--- src/rtl/image_frame_arbiter.sv ---
// -----------------------------------------------------------------------------
// image_frame_arbiter
//
// Purpose:
//   Shares one downstream image stream (vs/hs/en/data) between two camera
//   sources. A source is granted only at a frame boundary. The whole granted
//   frame is then passed through with one register stage. Traffic from the
//   source that is not granted is dropped. Grants alternate round-robin
//   between the enabled sources. A start-of-frame timeout stops a silent
//   source from starving the other one.
//
// Stream semantics:
//   There is no backpressure. vs is high for the whole frame, hs marks a line,
//   and en qualifies data on the cycle it is high. The downstream consumer
//   must accept every cycle. hs/en/data are forwarded as-is and are never
//   checked against vs.
//
// Ports:
//   I_clk, I_rst            clock; synchronous active-high reset
//   I_cam0_vs/hs/en/data    source 0 stream
//   I_cam1_vs/hs/en/data    source 1 stream
//   I_src_enable[1:0]       bit n = source n may be granted
//   O_image_vs/hs/en/data   arbitrated stream, 1 cycle behind the source
//   O_sel                   granted source (meaningful while O_busy=1)
//   O_busy                  high in WAIT_SOF or STREAM
//   O_frame_cnt             frames fully delivered, wraps
//   O_timeout               1-cycle pulse when a grant is abandoned
// -----------------------------------------------------------------------------
module image_frame_arbiter #(
  parameter int Pra_Width    = 8,
  parameter int Pra_Timeout  = 1000000,
  parameter int Pra_CntWidth = 16
) (
  input  logic                    I_clk,
  input  logic                    I_rst,
  input  logic                    I_cam0_vs,
  input  logic                    I_cam0_hs,
  input  logic                    I_cam0_en,
  input  logic [Pra_Width-1:0]    I_cam0_data,
  input  logic                    I_cam1_vs,
  input  logic                    I_cam1_hs,
  input  logic                    I_cam1_en,
  input  logic [Pra_Width-1:0]    I_cam1_data,
  input  logic [1:0]              I_src_enable,
  output logic                    O_image_vs,
  output logic                    O_image_hs,
  output logic                    O_image_en,
  output logic [Pra_Width-1:0]    O_image_data,
  output logic                    O_sel,
  output logic                    O_busy,
  output logic [Pra_CntWidth-1:0] O_frame_cnt,
  output logic                    O_timeout
);

  // The timeout counter only has to reach Pra_Timeout-1.
  localparam int TW = (Pra_Timeout > 1) ? $clog2(Pra_Timeout) : 1;
  localparam logic [TW-1:0] TLAST = TW'(Pra_Timeout - 1);

  typedef enum logic [1:0] {
    ST_IDLE     = 2'd0,
    ST_WAIT_SOF = 2'd1,
    ST_STREAM   = 2'd2
  } state_t;

  // ---------------------------------------------------------------------------
  // Registers
  // ---------------------------------------------------------------------------
  state_t                  r_state;
  logic [1:0]              r_vs_d;
  logic                    r_sel;
  logic                    r_last_sel;
  logic [TW-1:0]           r_tcnt;
  logic [Pra_CntWidth-1:0] r_frame_cnt;
  logic                    r_timeout;
  logic                    r_img_vs;
  logic                    r_img_hs;
  logic                    r_img_en;
  logic [Pra_Width-1:0]    r_img_data;

  // ---------------------------------------------------------------------------
  // Combinational signals
  // ---------------------------------------------------------------------------
  state_t                  w_state_nxt;
  logic                    w_sel_nxt;
  logic                    w_last_sel_nxt;
  logic [TW-1:0]           w_tcnt_nxt;
  logic                    w_timeout_nxt;
  logic                    w_cnt_inc;
  logic                    w_pass;

  logic [1:0]              w_vs;
  logic [1:0]              w_sof;
  logic [1:0]              w_eof;
  logic                    w_sel_sof;
  logic                    w_sel_eof;
  logic                    w_src_vs;
  logic                    w_src_hs;
  logic                    w_src_en;
  logic [Pra_Width-1:0]    w_src_data;

  // Both sources are edge-tracked all the time. A source granted while its vs
  // is already high therefore never shows a false SOF, so it cannot join a
  // frame halfway through.
  assign w_vs  = {I_cam1_vs, I_cam0_vs};
  assign w_sof = w_vs & ~r_vs_d;
  assign w_eof = ~w_vs & r_vs_d;

  assign w_sel_sof  = r_sel ? w_sof[1] : w_sof[0];
  assign w_sel_eof  = r_sel ? w_eof[1] : w_eof[0];

  assign w_src_vs   = r_sel ? I_cam1_vs   : I_cam0_vs;
  assign w_src_hs   = r_sel ? I_cam1_hs   : I_cam0_hs;
  assign w_src_en   = r_sel ? I_cam1_en   : I_cam0_en;
  assign w_src_data = r_sel ? I_cam1_data : I_cam0_data;

  // ---------------------------------------------------------------------------
  // FSM next-state / control
  // ---------------------------------------------------------------------------
  always_comb begin
    w_state_nxt    = r_state;
    w_sel_nxt      = r_sel;
    w_last_sel_nxt = r_last_sel;
    w_tcnt_nxt     = r_tcnt;
    w_timeout_nxt  = 1'b0;
    w_cnt_inc      = 1'b0;
    w_pass         = 1'b0;

    case (r_state)
      ST_IDLE: begin
        if (|I_src_enable) begin
          // Prefer the source that was not served last. Fall back to the
          // same source when the other one is disabled.
          if (I_src_enable[~r_last_sel]) begin
            w_sel_nxt = ~r_last_sel;
          end else begin
            w_sel_nxt = r_last_sel;
          end
          w_tcnt_nxt  = '0;
          w_state_nxt = ST_WAIT_SOF;
        end
      end

      ST_WAIT_SOF: begin
        if (w_sel_sof) begin
          // The SOF cycle itself belongs to the frame, so it is forwarded.
          w_pass      = 1'b1;
          w_state_nxt = ST_STREAM;
        end else if (!I_src_enable[r_sel]) begin
          // The grant is withdrawn. last_sel is left alone, so the
          // round-robin order is not disturbed.
          w_state_nxt = ST_IDLE;
        end else if (r_tcnt == TLAST) begin
          // Count the silent source as served so that the other source is
          // preferred next.
          w_last_sel_nxt = r_sel;
          w_timeout_nxt  = 1'b1;
          w_state_nxt    = ST_IDLE;
        end else begin
          w_tcnt_nxt = r_tcnt + 1'b1;
        end
      end

      ST_STREAM: begin
        // Enable changes are ignored here. A frame that has started always
        // completes, and the EOF cycle (vs low) is still forwarded.
        w_pass = 1'b1;
        if (w_sel_eof) begin
          w_cnt_inc      = 1'b1;
          w_last_sel_nxt = r_sel;
          w_state_nxt    = ST_IDLE;
        end
      end

      default: begin
        w_state_nxt = ST_IDLE;
      end
    endcase
  end

  // ---------------------------------------------------------------------------
  // State and datapath registers
  // ---------------------------------------------------------------------------
  always_ff @(posedge I_clk) begin
    if (I_rst) begin
      r_state     <= ST_IDLE;
      r_vs_d      <= 2'b00;
      r_sel       <= 1'b0;
      r_last_sel  <= 1'b1;    // source 0 wins the first arbitration
      r_tcnt      <= '0;
      r_frame_cnt <= '0;
      r_timeout   <= 1'b0;
      r_img_vs    <= 1'b0;
      r_img_hs    <= 1'b0;
      r_img_en    <= 1'b0;
      r_img_data  <= '0;
    end else begin
      r_state    <= w_state_nxt;
      r_vs_d     <= w_vs;
      r_sel      <= w_sel_nxt;
      r_last_sel <= w_last_sel_nxt;
      r_tcnt     <= w_tcnt_nxt;
      r_timeout  <= w_timeout_nxt;
      if (w_cnt_inc) begin
        r_frame_cnt <= r_frame_cnt + 1'b1;
      end
      if (w_pass) begin
        r_img_vs   <= w_src_vs;
        r_img_hs   <= w_src_hs;
        r_img_en   <= w_src_en;
        r_img_data <= w_src_data;
      end else begin
        r_img_vs   <= 1'b0;
        r_img_hs   <= 1'b0;
        r_img_en   <= 1'b0;
        r_img_data <= '0;
      end
    end
  end

  // ---------------------------------------------------------------------------
  // Outputs
  // ---------------------------------------------------------------------------
  assign O_image_vs   = r_img_vs;
  assign O_image_hs   = r_img_hs;
  assign O_image_en   = r_img_en;
  assign O_image_data = r_img_data;
  assign O_sel        = r_sel;
  assign O_busy       = (r_state != ST_IDLE);
  assign O_frame_cnt  = r_frame_cnt;
  assign O_timeout    = r_timeout;

endmodule

--- config.mk ---
export PLATFORM = sky130hd
export DESIGN_NAME = image_frame_arbiter
export DESIGN_NICKNAME = d
export VERILOG_FILES = /design/src/rtl/image_frame_arbiter.sv
export SDC_FILE = /design/constraint.sdc
export NUM_CORES = 1
export LEC_CHECK = 0
export CORE_AREA = 8 8 98 78
export CTS_CLUSTER_DIAMETER = 120
export DETAILED_ROUTE_END_ITERATION = 10
export DIE_AREA = 0 0 106 86
export PLACE_DENSITY_LB_ADDON = 0.05
export SKIP_LAST_GASP = 1
export SYNTH_ARGS = -nofsm -noshare
export SYNTH_HDL_FRONTEND = slang
export SYNTH_SLANG_ARGS = --single-unit
--- constraint.sdc ---
create_clock -name I_clk -period 2.45 [get_ports I_clk]
set_clock_uncertainty 0.05 [all_clocks]
set_input_delay 0.3675 -clock I_clk [delete_from_list [all_inputs] [get_ports I_clk]]
set_output_delay 0.3675 -clock I_clk [all_outputs]
set_load 0.1 [all_outputs]
==> flow_summary.toml, run 1 <==
[timing]
worst_pin_slew_ps = 561
min_period_ps = 2260
fin_crit_sh = 0.923
whs_ps = 434
slew_headroom = 0.626
rsz0062_at_grt = "false"
fin_tns_setup_ps = 0
fmaxAchievable_mhz = 442
final_hold_viol_count = 0
setup_violations = 0
drv_slew = 0

[floorplanning]
core.rowCount = 25
start_util = 0.442
die_y_um = 86
die_area_um2 = 9120
pin_count = 56
core-area_um2 = 6100
die_x_um = 106

[run]
maxCapViolCount = 0

[global_route]
grt_pass1_wl_mm = 11.5
grt_pass1_vias = 2434
grt-ovfl-total = 0
grt_use_total = 0.150
antenna_found_initial = 0
grt_max_degree = 18

[placement]
numPortBuffers = 55
gp_congestion = 0.810
placed_cells = 452
hpwlAfterDp_mm = 5.08

[routing]
postRouteAntennaNets = 0
wire_per_inst_um = 14.7
drt_iter0_markers = 90
vias_per_cell = 5.54
routed_wl_mm = 6.76
route.detailed.drc = 0
first_pass_iters = 4
vias = 2549

[logic_synthesis]
async_reset_ff_frac = 0
synth_warnings = 0
synth_area_per_cell_um2 = 8.75
synth_edf_count = 0
synthTopCellsByArea = "dfxtp_1, mux2i_1, nor2_1, a21oi_1, o21ai_0"
synth_mux_area_frac = 0.0483
synth_top_family_by_area = "simple AND/OR/NAND/NOR gates"
synth_top_cell_area_share = 0.401
yosys.cell_types.count = 56
synth_flop_cell = "dfxtp_1"
synthXorXnorAreaFrac = 0.0292
synthAdderAreaFrac = 0.0279
syn_area_um2 = 2700
synth_top_cell_by_area = "dfxtp_1"
synth-seq-area-share = 0.401
synth_seq_cells = 54
synth_compound_area_frac = 0.205
yosys.area_share.simple = 0.245
syn-num-nets = 340
syn_inst = 308

[cts]
post-cts-setup-buffer-count = 0
numCtsBuffers = 5
hold_buffers = 0
clkLatencyLatePin_ps = 300
cts_buffer_depth = 2
cts_resized = 0
cts_num_sinks = 54
cts_root_buf = "clkbuf_8"
cts.reportedPaths.clkPinSlew_ps = 100
cts_max_level = 2
cts_tree = "done"

[setup_path]
rrSetupSlack_ps = 190
cp_data_arrival_time_ps = 2450
crit_fanout = 8
reg2regPathDepth = 6
critical_path.reg2reg.startpoint = "r_tcnt[1]"
cp.required_ps = 2640
crit_type = "reg -> reg"
start_kind = "flop"
timing.rr.end = "r_tcnt[11]"
worst_setup_path_end_kind = "flop"

[run_status]
outcome = "finished clean"

[power]
p_leak_nw = 1.30
peakVddDrop_v = 0.000230
p_total_w = 0.00194
powerDensity_nw_per_um2 = 559

[min_path]
hold_start = "r_tcnt[18]"
hold_class = "reg -> reg"
holdPathStages = 1
min_to = "r_tcnt[18]"

[finish]
areaGrowthSynthToFinish_pct = 28.6
nets = 410
layout-drive-gt1-share = 0.185
final_cell_mix = "dfxtp_1, buf_4, nor2_1, clkdlybuf4s50_1, a21oi_1"
diodes = 0
postLayoutCoreUtil = 0.568
fin_cells = 460
[report_power, final]
| group | switching (W) | internal, W | total, W | leakage, nW |
|---|---|---|---|---|
| sequential | 0.0000150 | 0.000896 | 0.000911 | 0.437 |
| combinational | 0.000311 | 0.000194 | 0.000505 | 0.817 |
| clock | 0.000290 | 0.000229 | 0.000519 | 0.0482 |
| total | 0.000615 | 0.00132 | 0.00194 | 1.30 |
[cell type report]
| class | instances | area [um2] |
|---|---|---|
| fill | 589 | 2640 |
| multi-input combinational | 227 | 1500 |
| sequential | 54 | 1080 |
| tap | 81 | 101 |
| clock inverter | 1 | 5.00 |
| inverter | 12 | 45.0 |
| timing repair buffer | 78 | 648 |
| clock buffer | 7 | 86.3 |
[metal layers]
metal  vias to the layer above  share of wire  GRT usage
li1                       1298              -          -
met1                      1178           0.47      0.192
met2                        64           0.46      0.240
met3                         9          0.056     0.0397
met4                         0          0.011     0.0471
met5                         -              0          0
[metrics by stage]
step                setup slack, ps  cell area, um2
finish                          188            3460
global route                   36.3            3460
CTS                             200            3460
detailed placement             72.3            3370
global placement                130            3370
floorplan                       159            2700
[critical path: stages, from the launching register on]
cell and delay [ps]:
dfxtp_1 360, ha_1 250, and4_4 220, and2_1 270, a211o_4 370, or4_1 500, a21oi_1 170
[registers in the layout (all words and copies together) (netlist names)]
register	flops
O_frame_cnt	16
O_image_data	8
O_image_en	1
O_image_hs	1
O_image_vs	1
O_sel	1
O_timeout	1
r_last_sel	1
r_state	2
r_tcnt	20
r_vs_d	2
[cells by family after synthesis]
| family | Yosys count |
|---|---|
| fa+ha+maj | 6 |
| flops | 54 |
| compound gates | 79 |
| buf+inv | 27 |
| simple gates | 120 |
| mux | 13 |
| xor+xnor | 9 |
[how the worst max path moves through the flow]
stage	from	end	slack [ps]	cells after the start
floorplan	O_sel	r_tcnt[11]	160	6
global placement	I_cam0_vs	r_tcnt[3]	130	7
detailed placement	I_cam0_vs	r_tcnt[3]	70	7
CTS	r_tcnt[1]	r_tcnt[11]	200	6
global route	r_tcnt[1]	r_tcnt[13]	40	6
finish	r_tcnt[1]	r_tcnt[11]	190	6
[cells in the mapped netlist, types with 2 or more instances]
master     count
o41ai_1        3
and3_1         5
nor3b_1        4
nor3_1         7
nand2_1       13
nand4_1       10
xor2_1         3
o21ai_0       18
nor4b_1        2
xnor2_1        6
a41oi_1        4
or3_1          8
and4_1         6
nor4_1         3
dfxtp_1       54
a21oi_1       22
a211oi_1       3
a22o_1         2
clkbuf_1       7
nor2_1        32
o2111ai_1      2
buf_2          4
inv_1         12
buf_1          2
a31oi_1        5
nand3_1       12
nor2b_1        6
mux2i_1       13
o21a_1         2
ha_1           6
o31ai_1        2
and2_1         3
o311ai_0       4
No activity file was read; power rests on OpenSTA's default activity.
==> run 2: changes to the inputs <==
- GPL_TIMING_DRIVEN: not set -> 0
==> run 2 against run 1 <==
Against the previous run:
- non-clock buffer count shrank 9
- critical path depth shrank 5
- cell area shrank 0.18%
- global-route usage grew 0.28 points
- first-iteration DRC count grew 100%
- sequential share of layout area grew 0.056 points
- die area is the same
==> flow_summary.toml, run 2 (same netlist as run 1, synthesis figures left out) <==
[cts]
cts_num_sinks = 54
cts.reportedPaths.clkPinSlew_ps = 100
numCtsBuffers = 5
clkLatencyLatePin_ps = 310
cts_tree = "done"
cts_buffer_depth = 2
hold_buffers = 0
cts_max_level = 2
cts_root_buf = "clkbuf_8"

[timing]
fin_tns_setup_ps = 0
slew_headroom = 0.342
setup_violations = 0
rsz0062_at_grt = "false"
drv_slew = 0
fmaxAchievable_mhz = 422
min_period_ps = 2370
post-route-worst-setup-slack_ps = 77.6
worst_pin_slew_ps = 984
fin_crit_sh = 0.968
whs_ps = 443
final_hold_viol_count = 0

[setup_path]
crit_buf_inv = 1
cp_data_arrival_time_ps = 1950
path_cells = "clkdlybuf4s50_1"
crit_type = "reg -> out"
cpPeakStageDelay_ps = 1180
cp_slowest_cell = "clkdlybuf4s50_1"
worst_setup_path_end_kind = "primary output"
start_kind = "flop"
cp.required_ps = 2030
critPathTopFamily = "buffers and inverters"
crit_fanout = 6

[routing]
vias_per_cell = 5.62
route.detailed.drc = 0
wire_per_inst_um = 15.5
first_pass_iters = 4
drt_iter0_markers = 180
vias = 2535
routed_wl_mm = 6.98
postRouteAntennaNets = 0

[power]
powerDensity_nw_per_um2 = 549
p_total_w = 0.00190
peakVddDrop_v = 0.000216
p_leak_nw = 1.18

[finish]
largest-register = "r_tcnt"
final_area_um2 = 3460
nets = 401
layout-drive-gt1-share = 0.0811
areaGrowthSynthToFinish_pct = 28.3
diodes = 0
final_cell_mix = "clkdlybuf4s50_1, dfxtp_1, nor2_1, a21oi_1, o21ai_0"
largest_reg_flops = 20
mostFrequentLayoutCell = "clkdlybuf4s50_1"
fill_cells = 599

[placement]
gp_congestion = 0.798
numPortBuffers = 55
hpwlAfterDp_mm = 5.15
pre_cts_slack_ps = -297
placed_area_um2 = 3350

[floorplanning]
core.rowCount = 25
core-area_um2 = 6100
die_x_um = 106
die_area_um2 = 9120
start_util = 0.442
die_y_um = 86
pin_count = 56

[global_route]
grt_use_total = 0.153
grt_pass1_wl_mm = 11.6
antenna_found_initial = 0
grt_max_degree = 18
grt_pass1_vias = 2398
grt-ovfl-total = 0

[min_path]
hold_class = "reg -> reg"

[run_status]
outcome = "finished clean"

[run]
maxCapViolCount = 0
## run 2: changes by cell type in the layout (fill, tap and decap cells not counted), moves of 2 or more
cell	change
buf_2	+4
clkbuf_2	+2
buf_4	-52
buf_1	+2
clkdlybuf4s50_1	+29
clkbuf_1	+3
## run 2: area by class of cell
type                            instances  area (um2)  share of cell area
Sequential cell                        54        1080               0.313
Multi-Input combinational cell        227        1520               0.439
Clock buffer                            5        68.8              0.0199
Clock inverter                          3        21.3             0.00615
Inverter                               12        45.0              0.0130
Timing Repair Buffer                   55         549               0.159
Tap cell                               81         101              0.0293
Buffer                                 14        71.3              0.0206
## run 2: through the flow
stage,utilization,instances
floorplan,-,308
global placement,0.549,444
detailed placement,0.549,444
CTS,0.563,452
global route,0.567,451
finish,0.567,451
## run 2: routing by layer
metal  vias to the layer above  part of all wire  routed length [um]  global-route usage
li1                       1271                 -                   -                   -
met1                      1196              0.48                3340               0.203
met2                        63              0.46                3220               0.245
met3                         5             0.053                 367              0.0337
met4                         0            0.0069                  48              0.0344
met5                         -                 0                   0                   0
## run 2: path summary, 6_finish.rpt
kind / startpoint / end / slack, ps / cells past startpoint
hold reg to reg: r_tcnt[18] / r_tcnt[18] / 440 / 1
hold / removal: r_tcnt[18] / r_tcnt[18] / 440 / 1
setup reg to reg: r_tcnt[0] / r_tcnt[11] / 90 / 7
setup / recovery: O_frame_cnt[0] / O_frame_cnt[0] / 80 / 1
## run 2: timing repair
action,in CTS,in global routing
cloned,0,0
buffers inserted,0,0
gates resized for setup,1,8
endpoints found under the setup margin,1,20
## run 2: where the power goes
group | internal (W) | switching, W
sequential | 0.000896 | 0.0000103
combinational | 0.000156 | 0.000324
clock | 0.000202 | 0.000308
total | 0.00125 | 0.000643
